**src/rtl/wb_regfile_pkg.sv**
```systemverilog
// Shared MIPS datapath definitions: widths, register-zero index and common word/index types.
// Used by the writeback stage, the MEM/WB register and the forwarding unit.
package mips_pkg;

    localparam int unsigned DATA_W   = 32;
    localparam int unsigned ADDR_W   = 5;
    localparam int unsigned NUM_REGS = 1 << ADDR_W;
    localparam int unsigned REG_ZERO = 0;

    typedef logic [DATA_W-1:0] word_t;
    typedef logic [ADDR_W-1:0] regidx_t;

endpackage

```
**src/rtl/wb_regfile_if.sv**
```systemverilog
// Bus between the MEM/WB register / ID stage and the writeback register file.
// The master drives writeback and read-address fields; the slave returns read data and debug status.
interface wb_regfile_if #(
    parameter int unsigned DATA_W = mips_pkg::DATA_W,
    parameter int unsigned ADDR_W = mips_pkg::ADDR_W
);

    logic [DATA_W-1:0] data_WB_IN;
    logic [DATA_W-1:0] resALU_WB_IN;
    logic [ADDR_W-1:0] mux2Output_WB_IN;
    logic              RegWrite_WB_IN;
    logic              MemtoReg_WB_IN;
    logic [ADDR_W-1:0] rs_addr;
    logic [ADDR_W-1:0] rt_addr;
    logic [DATA_W-1:0] rs_data;
    logic [DATA_W-1:0] rt_data;
    logic [DATA_W-1:0] wb_data;
    logic              wb_we;
    logic [31:0]       wb_count;

    modport master (
        output data_WB_IN, resALU_WB_IN, mux2Output_WB_IN, RegWrite_WB_IN, MemtoReg_WB_IN,
        output rs_addr, rt_addr,
        input  rs_data, rt_data, wb_data, wb_we, wb_count
    );

    modport slave (
        input  data_WB_IN, resALU_WB_IN, mux2Output_WB_IN, RegWrite_WB_IN, MemtoReg_WB_IN,
        input  rs_addr, rt_addr,
        output rs_data, rt_data, wb_data, wb_we, wb_count
    );

endinterface

```
**src/rtl/wb_regfile_wb_mux.sv**
```systemverilog
// Writeback value select: load data or ALU result.
// Kept standalone so the forwarding unit can instantiate the same select.
module wb_mux #(
    parameter int unsigned DATA_W = mips_pkg::DATA_W
) (
    input  logic              sel_i,
    input  logic [DATA_W-1:0] mem_data_i,
    input  logic [DATA_W-1:0] alu_data_i,
    output logic [DATA_W-1:0] wb_data_o
);

    always_comb begin
        wb_data_o = sel_i ? mem_data_i : alu_data_i;
    end

endmodule

```
**src/rtl/wb_regfile.sv**
```systemverilog
// Writeback stage plus 2^ADDR_W x DATA_W architectural register file with two read ports,
// same-cycle write-to-read bypass and a committed-write counter.
module wb_regfile #(
    parameter int unsigned DATA_W    = mips_pkg::DATA_W,
    parameter int unsigned ADDR_W    = mips_pkg::ADDR_W,
    parameter bit          BYPASS_EN = 1'b1
) (
    input  logic         clk_wb_regfile,
    input  logic         rst_n_wb_regfile,
    wb_regfile_if.slave  bus
);

    import mips_pkg::*;

    localparam int unsigned NREGS = 1 << ADDR_W;

    logic [DATA_W-1:0] regs_q [NREGS];
    logic [31:0]       wb_count_q;
    logic [31:0]       wb_count_d;

    logic [DATA_W-1:0] wb_data;
    logic              wb_we;
    logic              hit_a;
    logic              hit_b;
    logic [DATA_W-1:0] rs_data;
    logic [DATA_W-1:0] rt_data;

    wb_mux #(
        .DATA_W (DATA_W)
    ) u_wb_mux (
        .sel_i      (bus.MemtoReg_WB_IN),
        .mem_data_i (bus.data_WB_IN),
        .alu_data_i (bus.resALU_WB_IN),
        .wb_data_o  (wb_data)
    );

    // Reset gates the write enable combinationally, which also disables bypass while low.
    always_comb begin
        wb_we = rst_n_wb_regfile && bus.RegWrite_WB_IN
                && (bus.mux2Output_WB_IN != ADDR_W'(REG_ZERO));
        hit_a = BYPASS_EN && wb_we && (bus.rs_addr == bus.mux2Output_WB_IN);
        hit_b = BYPASS_EN && wb_we && (bus.rt_addr == bus.mux2Output_WB_IN);
        wb_count_d = wb_we ? (wb_count_q + 32'd1) : wb_count_q;
    end

    always_comb begin
        rs_data = '0;
        rt_data = '0;
        if (rst_n_wb_regfile && (bus.rs_addr != ADDR_W'(REG_ZERO))) begin
            rs_data = hit_a ? wb_data : regs_q[bus.rs_addr];
        end
        if (rst_n_wb_regfile && (bus.rt_addr != ADDR_W'(REG_ZERO))) begin
            rt_data = hit_b ? wb_data : regs_q[bus.rt_addr];
        end
    end

    always_ff @(posedge clk_wb_regfile or negedge rst_n_wb_regfile) begin
        if (!rst_n_wb_regfile) begin
            regs_q     <= '{default: '0};
            wb_count_q <= '0;
        end else begin
            if (wb_we) begin
                regs_q[bus.mux2Output_WB_IN] <= wb_data;
            end
            wb_count_q <= wb_count_d;
        end
    end

    assign bus.rs_data  = rs_data;
    assign bus.rt_data  = rt_data;
    assign bus.wb_data  = wb_data;
    assign bus.wb_we    = wb_we;
    assign bus.wb_count = wb_count_q;

endmodule

```
**src/flat_wrapper.sv**
```systemverilog
// flat-port wrapper written by rule: the top's interface ports become plain ports
module wb_regfile_flat import mips_pkg::*;
#(
    parameter int unsigned DATA_W    = mips_pkg::DATA_W,
    parameter int unsigned ADDR_W    = mips_pkg::ADDR_W,
    parameter bit          BYPASS_EN = 1'b1
)
  (clk_wb_regfile, rst_n_wb_regfile, bus_data_WB_IN, bus_resALU_WB_IN, bus_mux2Output_WB_IN, bus_RegWrite_WB_IN, bus_MemtoReg_WB_IN, bus_rs_addr, bus_rt_addr, bus_rs_data, bus_rt_data, bus_wb_data, bus_wb_we, bus_wb_count);
  wb_regfile_if #(.DATA_W(DATA_W), .ADDR_W(ADDR_W)) bus_i ();
  input  logic clk_wb_regfile;
  input  logic rst_n_wb_regfile;
  input wire logic [$bits(bus_i.data_WB_IN)-1:0] bus_data_WB_IN;
  input wire logic [$bits(bus_i.resALU_WB_IN)-1:0] bus_resALU_WB_IN;
  input wire logic [$bits(bus_i.mux2Output_WB_IN)-1:0] bus_mux2Output_WB_IN;
  input wire logic [$bits(bus_i.RegWrite_WB_IN)-1:0] bus_RegWrite_WB_IN;
  input wire logic [$bits(bus_i.MemtoReg_WB_IN)-1:0] bus_MemtoReg_WB_IN;
  input wire logic [$bits(bus_i.rs_addr)-1:0] bus_rs_addr;
  input wire logic [$bits(bus_i.rt_addr)-1:0] bus_rt_addr;
  output wire logic [$bits(bus_i.rs_data)-1:0] bus_rs_data;
  output wire logic [$bits(bus_i.rt_data)-1:0] bus_rt_data;
  output wire logic [$bits(bus_i.wb_data)-1:0] bus_wb_data;
  output wire logic [$bits(bus_i.wb_we)-1:0] bus_wb_we;
  output wire logic [$bits(bus_i.wb_count)-1:0] bus_wb_count;
  assign bus_i.data_WB_IN = bus_data_WB_IN;
  assign bus_i.resALU_WB_IN = bus_resALU_WB_IN;
  assign bus_i.mux2Output_WB_IN = bus_mux2Output_WB_IN;
  assign bus_i.RegWrite_WB_IN = bus_RegWrite_WB_IN;
  assign bus_i.MemtoReg_WB_IN = bus_MemtoReg_WB_IN;
  assign bus_i.rs_addr = bus_rs_addr;
  assign bus_i.rt_addr = bus_rt_addr;
  assign bus_rs_data = bus_i.rs_data;
  assign bus_rt_data = bus_i.rt_data;
  assign bus_wb_data = bus_i.wb_data;
  assign bus_wb_we = bus_i.wb_we;
  assign bus_wb_count = bus_i.wb_count;
  wb_regfile #(.DATA_W(DATA_W), .ADDR_W(ADDR_W), .BYPASS_EN(BYPASS_EN)) u_core (.clk_wb_regfile(clk_wb_regfile), .rst_n_wb_regfile(rst_n_wb_regfile), .bus(bus_i));
endmodule
```
**config.mk**
```make
export PLATFORM = sky130hd
export DESIGN_NAME = wb_regfile_flat
export DESIGN_NICKNAME = d
export VERILOG_FILES = /design/src/rtl/wb_regfile_pkg.sv /design/src/rtl/wb_regfile_if.sv /design/src/rtl/wb_regfile_wb_mux.sv /design/src/rtl/wb_regfile.sv /design/src/flat_wrapper.sv
export SDC_FILE = /design/constraint.sdc
export NUM_CORES = 2
export LEC_CHECK = 0
export CELL_PAD_IN_SITES_DETAIL_PLACEMENT = 0
export CELL_PAD_IN_SITES_GLOBAL_PLACEMENT = 1
export CORE_UTILIZATION = 54
export CTS_CLUSTER_DIAMETER = 150
export DETAILED_ROUTE_END_ITERATION = 6
export GPL_TIMING_DRIVEN = 0
export PLACE_DENSITY = 0.88
export SLEW_MARGIN = 20
export SYNTH_ARGS = -nofsm -noshare
export SYNTH_HDL_FRONTEND = slang
export SYNTH_SLANG_ARGS = --single-unit
```
**constraint.sdc**
```tcl
create_clock -name clk_wb_regfile -period 4.8 [get_ports clk_wb_regfile]
set_input_delay 0.96 -clock clk_wb_regfile [delete_from_list [all_inputs] [get_ports clk_wb_regfile]]
set_output_delay 0.96 -clock clk_wb_regfile [all_outputs]
set_load 0.005 [all_outputs]
```
==> results.json <==
{
  "grt_pass1_vias": 44050,
  "synth_seq_cells": 1056,
  "outcome": "complete, but fails checks",
  "clk_pin_slew_worst_paths_ps": 60,
  "gp_congestion": 0.9898,
  "synth_edf_count": 0,
  "initial_core_util": 0.5462,
  "whs_ps": 106.6,
  "synth_cells": 4758,
  "die_h_um": 320.7,
  "busiest_layer": "met2",
  "synthArstFlopShare": 1.000,
  "cp-start-kind": "primary input",
  "grtUsageMet1": 0.5724,
  "arrival_ps": 4110,
  "hold_path.class": "primary input to asynchronous set/reset pin",
  "p_leak_nw": 27.28,
  "vias": 45170,
  "yosysSeqAreaShare": 0.4817,
  "postCtsHoldBufs": 0,
  "timing.final.crit_share": 1.056,
  "fillCellCount": 7915,
  "cts_buffer_depth": 3,
  "ant_nets": 0,
  "met2_usage": 0.5993,
  "tightest_slew_ps": 1182,
  "mostFrequentLayoutCells": "dfrtp_1, nor2_1, a21oi_1, mux4_2, nand2_1",
  "maxSlewHeadroom": 0.2093,
  "post_drt_wl_per_cell_um": 32.91,
  "setup_ws_ps": -269.4,
  "area_growth_pct": 17.27,
  "syn_area_mm2": 0.05486,
  "firstDrtPassIters": 7,
  "worstSetupPathType": "primary input to output port",
  "slew_viol_final": 0,
  "track_usage": 0.4241,
  "fin_total_pwr_mw": 27.00,
  "fmax_ghz": 0.1973,
  "cts_buffers": 113,
  "dieArea_mm2": 0.1029,
  "end_kind": "output port",
  "drive_above_1_share": 0.2234,
  "grt_overflow_total": 0,
  "pin_count": 212,
  "wl_mm": 215.8,
  "multi_input_area_mm2": 0.02666,
  "required_ps": 3840,
  "syn_nets": 4842,
  "antenna_found_initial": 6,
  "cts_root_buf": "clkbuf_16",
  "vias_per_cell": 6.888,
  "portBuffers": 202,
  "final_util": 0.6405,
  "seq_area_mm2": 0.02643,
  "finalCriticalPeriod_ps": 5069,
  "synthDistinctLibCells": 48,
  "synth_ff_type": "dfrtp_1",
  "cts_tree": "done",
  "max_cap_violations": 0,
  "num_antenna_cells": 0,
  "nets": 5189,
  "clock-sinks": 1056,
  "place_ws_ps": -2268,
  "insertion_delay_ps": 720,
  "avgSynthCellArea_um2": 11.53,
  "core_mm2": 0.1004,
  "post-route-cell-area_mm2": 0.06433,
  "setup-violations-final": 34,
  "grt_pass1_wl_mm": 308.6,
  "remaining_drc_errors": 2,
  "use_met3": 0.1793,
  "clock_skew_ps": 7.332,
  "p_per_area_mw_per_mm2": 419.7,
  "h-tree-depth": 3,
  "place_area_mm2": 0.05883,
  "finalHoldViolations": 0,
  "violations": "design-rule violations, negative setup slack",
  "rsz0062_at_grt": "yes",
  "peakVddDrop_v": 0.0003649,
  "dpl.hpwl_mm": 158.0,
  "ys_warn_count": 0,
  "grt_max_degree": 145,
  "path_max_fanout": 10,
  "layout_commonest_cell": "dfrtp_1",
  "drt_iter0_drc": 6682,
  "rows": 116,
  "die_w_um": 320.7
}
## routing by layer
metal / vias up / routed length [µm]
met5: - / 174
met4: 12 / 10970
met3: 540 / 35020
met2: 3496 / 92150
met1: 23150 / 77500
li1: 17970 / -
## report_power, final
group,leakage (nW),internal [mW],switching [mW]
clock,1.95,5.39,3.88
sequential,13.7,10.4,1.24
combinational,11.6,2.93,3.15
total,27.3,18.7,8.26
## state kept, by name (all words and copies together) (netlist names)
signal,flops
u_core.regs_q,1024
u_core.bus.wb_count,32
## logic make-up after synthesis
kind of cell	share of synthesized area
simple gates	0.09009
compound gates	0.1114
fa+ha+maj	0.0002281
flops	0.4817
mux	0.2657
buf+inv	0.04439
xor+xnor	0.006546
## final cells by class
cell class / count / share of cell area
clock inverters: 47 / 0.008499
well taps: 1357 / 0.02639
inverters: 35 / 0.002042
clock buffers: 164 / 0.05224
plain buffers: 507 / 0.04392
repair buffers: 235 / 0.04166
flip-flops and latches: 1056 / 0.4108
multi-input cells: 3157 / 0.4145
## cell usage after synthesis (5+ instances only)
| master | number | area (µm²) |
|---|---|---|
| dfrtp_1 | 1056 | 26430 |
| nor2_1 | 664 | 2492 |
| a21oi_1 | 640 | 3203 |
| mux4_2 | 568 | 12790 |
| nand2_1 | 441 | 1655 |
| clkbuf_1 | 353 | 1325 |
| o21ai_0 | 325 | 1627 |
| mux2i_1 | 106 | 1061 |
| o21ai_1 | 91 | 455.4 |
| buf_2 | 83 | 415.4 |
| mux2_2 | 64 | 720.7 |
| o221ai_1 | 63 | 551.8 |
| nand2b_1 | 56 | 350.3 |
| inv_1 | 35 | 131.4 |
| xnor2_1 | 31 | 271.5 |
| buf_6 | 26 | 292.8 |
| buf_1 | 24 | 90.09 |
| buf_4 | 24 | 180.2 |
| nand3_1 | 17 | 85.08 |
| nand4_1 | 10 | 62.56 |
| nor2b_1 | 10 | 62.56 |
| xor2_1 | 10 | 87.58 |
| a211o_1 | 8 | 70.07 |
| a211oi_1 | 7 | 52.55 |
| and4_1 | 5 | 43.79 |
## worst paths after layout
kind	startpoint	endpoint	slack, ps	depth (start not counted)
max in group asynchronous	rst_n_wb_regfile	u_core.regs_q[192]	2640	5
hold reg to reg	u_core.bus.wb_count[31]	u_core.bus.wb_count[31]	470	1
hold / removal	rst_n_wb_regfile	u_core.regs_q[646]	110	1
setup / recovery	bus_MemtoReg_WB_IN	bus_wb_data[1]	-270	6
min in group clk_wb_regfile	u_core.bus.wb_count[31]	u_core.bus.wb_count[31]	470	1
setup reg to reg	u_core.bus.wb_count[0]	u_core.bus.wb_count[22]	2500	6
## critical path: stages
cell and delay, ps:
clkbuf_1 420, buf_2 600, mux2i_2 740, clkbuf_1 650, inv_1 210, clkdlybuf4s50_1 500
## per-stage QoR
| step | TNS, ps | instances |
|---|---|---|
| floorplan | 0 | 4758 |
| global placement | - | 6317 |
| detailed placement | -263790 | 6325 |
| CTS | -1289 | 6553 |
| global route | -787.3 | 6558 |
| finish | -1776 | 6558 |
## what timing repair did
| item | 4_1_cts | 5_1_grt |
|---|---|---|
| pin swaps | 4 | 3 |
| setup endpoints to repair | 82 | 83 |
| buffers inserted | 11 | 6 |
| resized for setup | 243 | 124 |
| cloned | 8 | 0 |
Note: power is estimated with default switching activity, not from simulation.
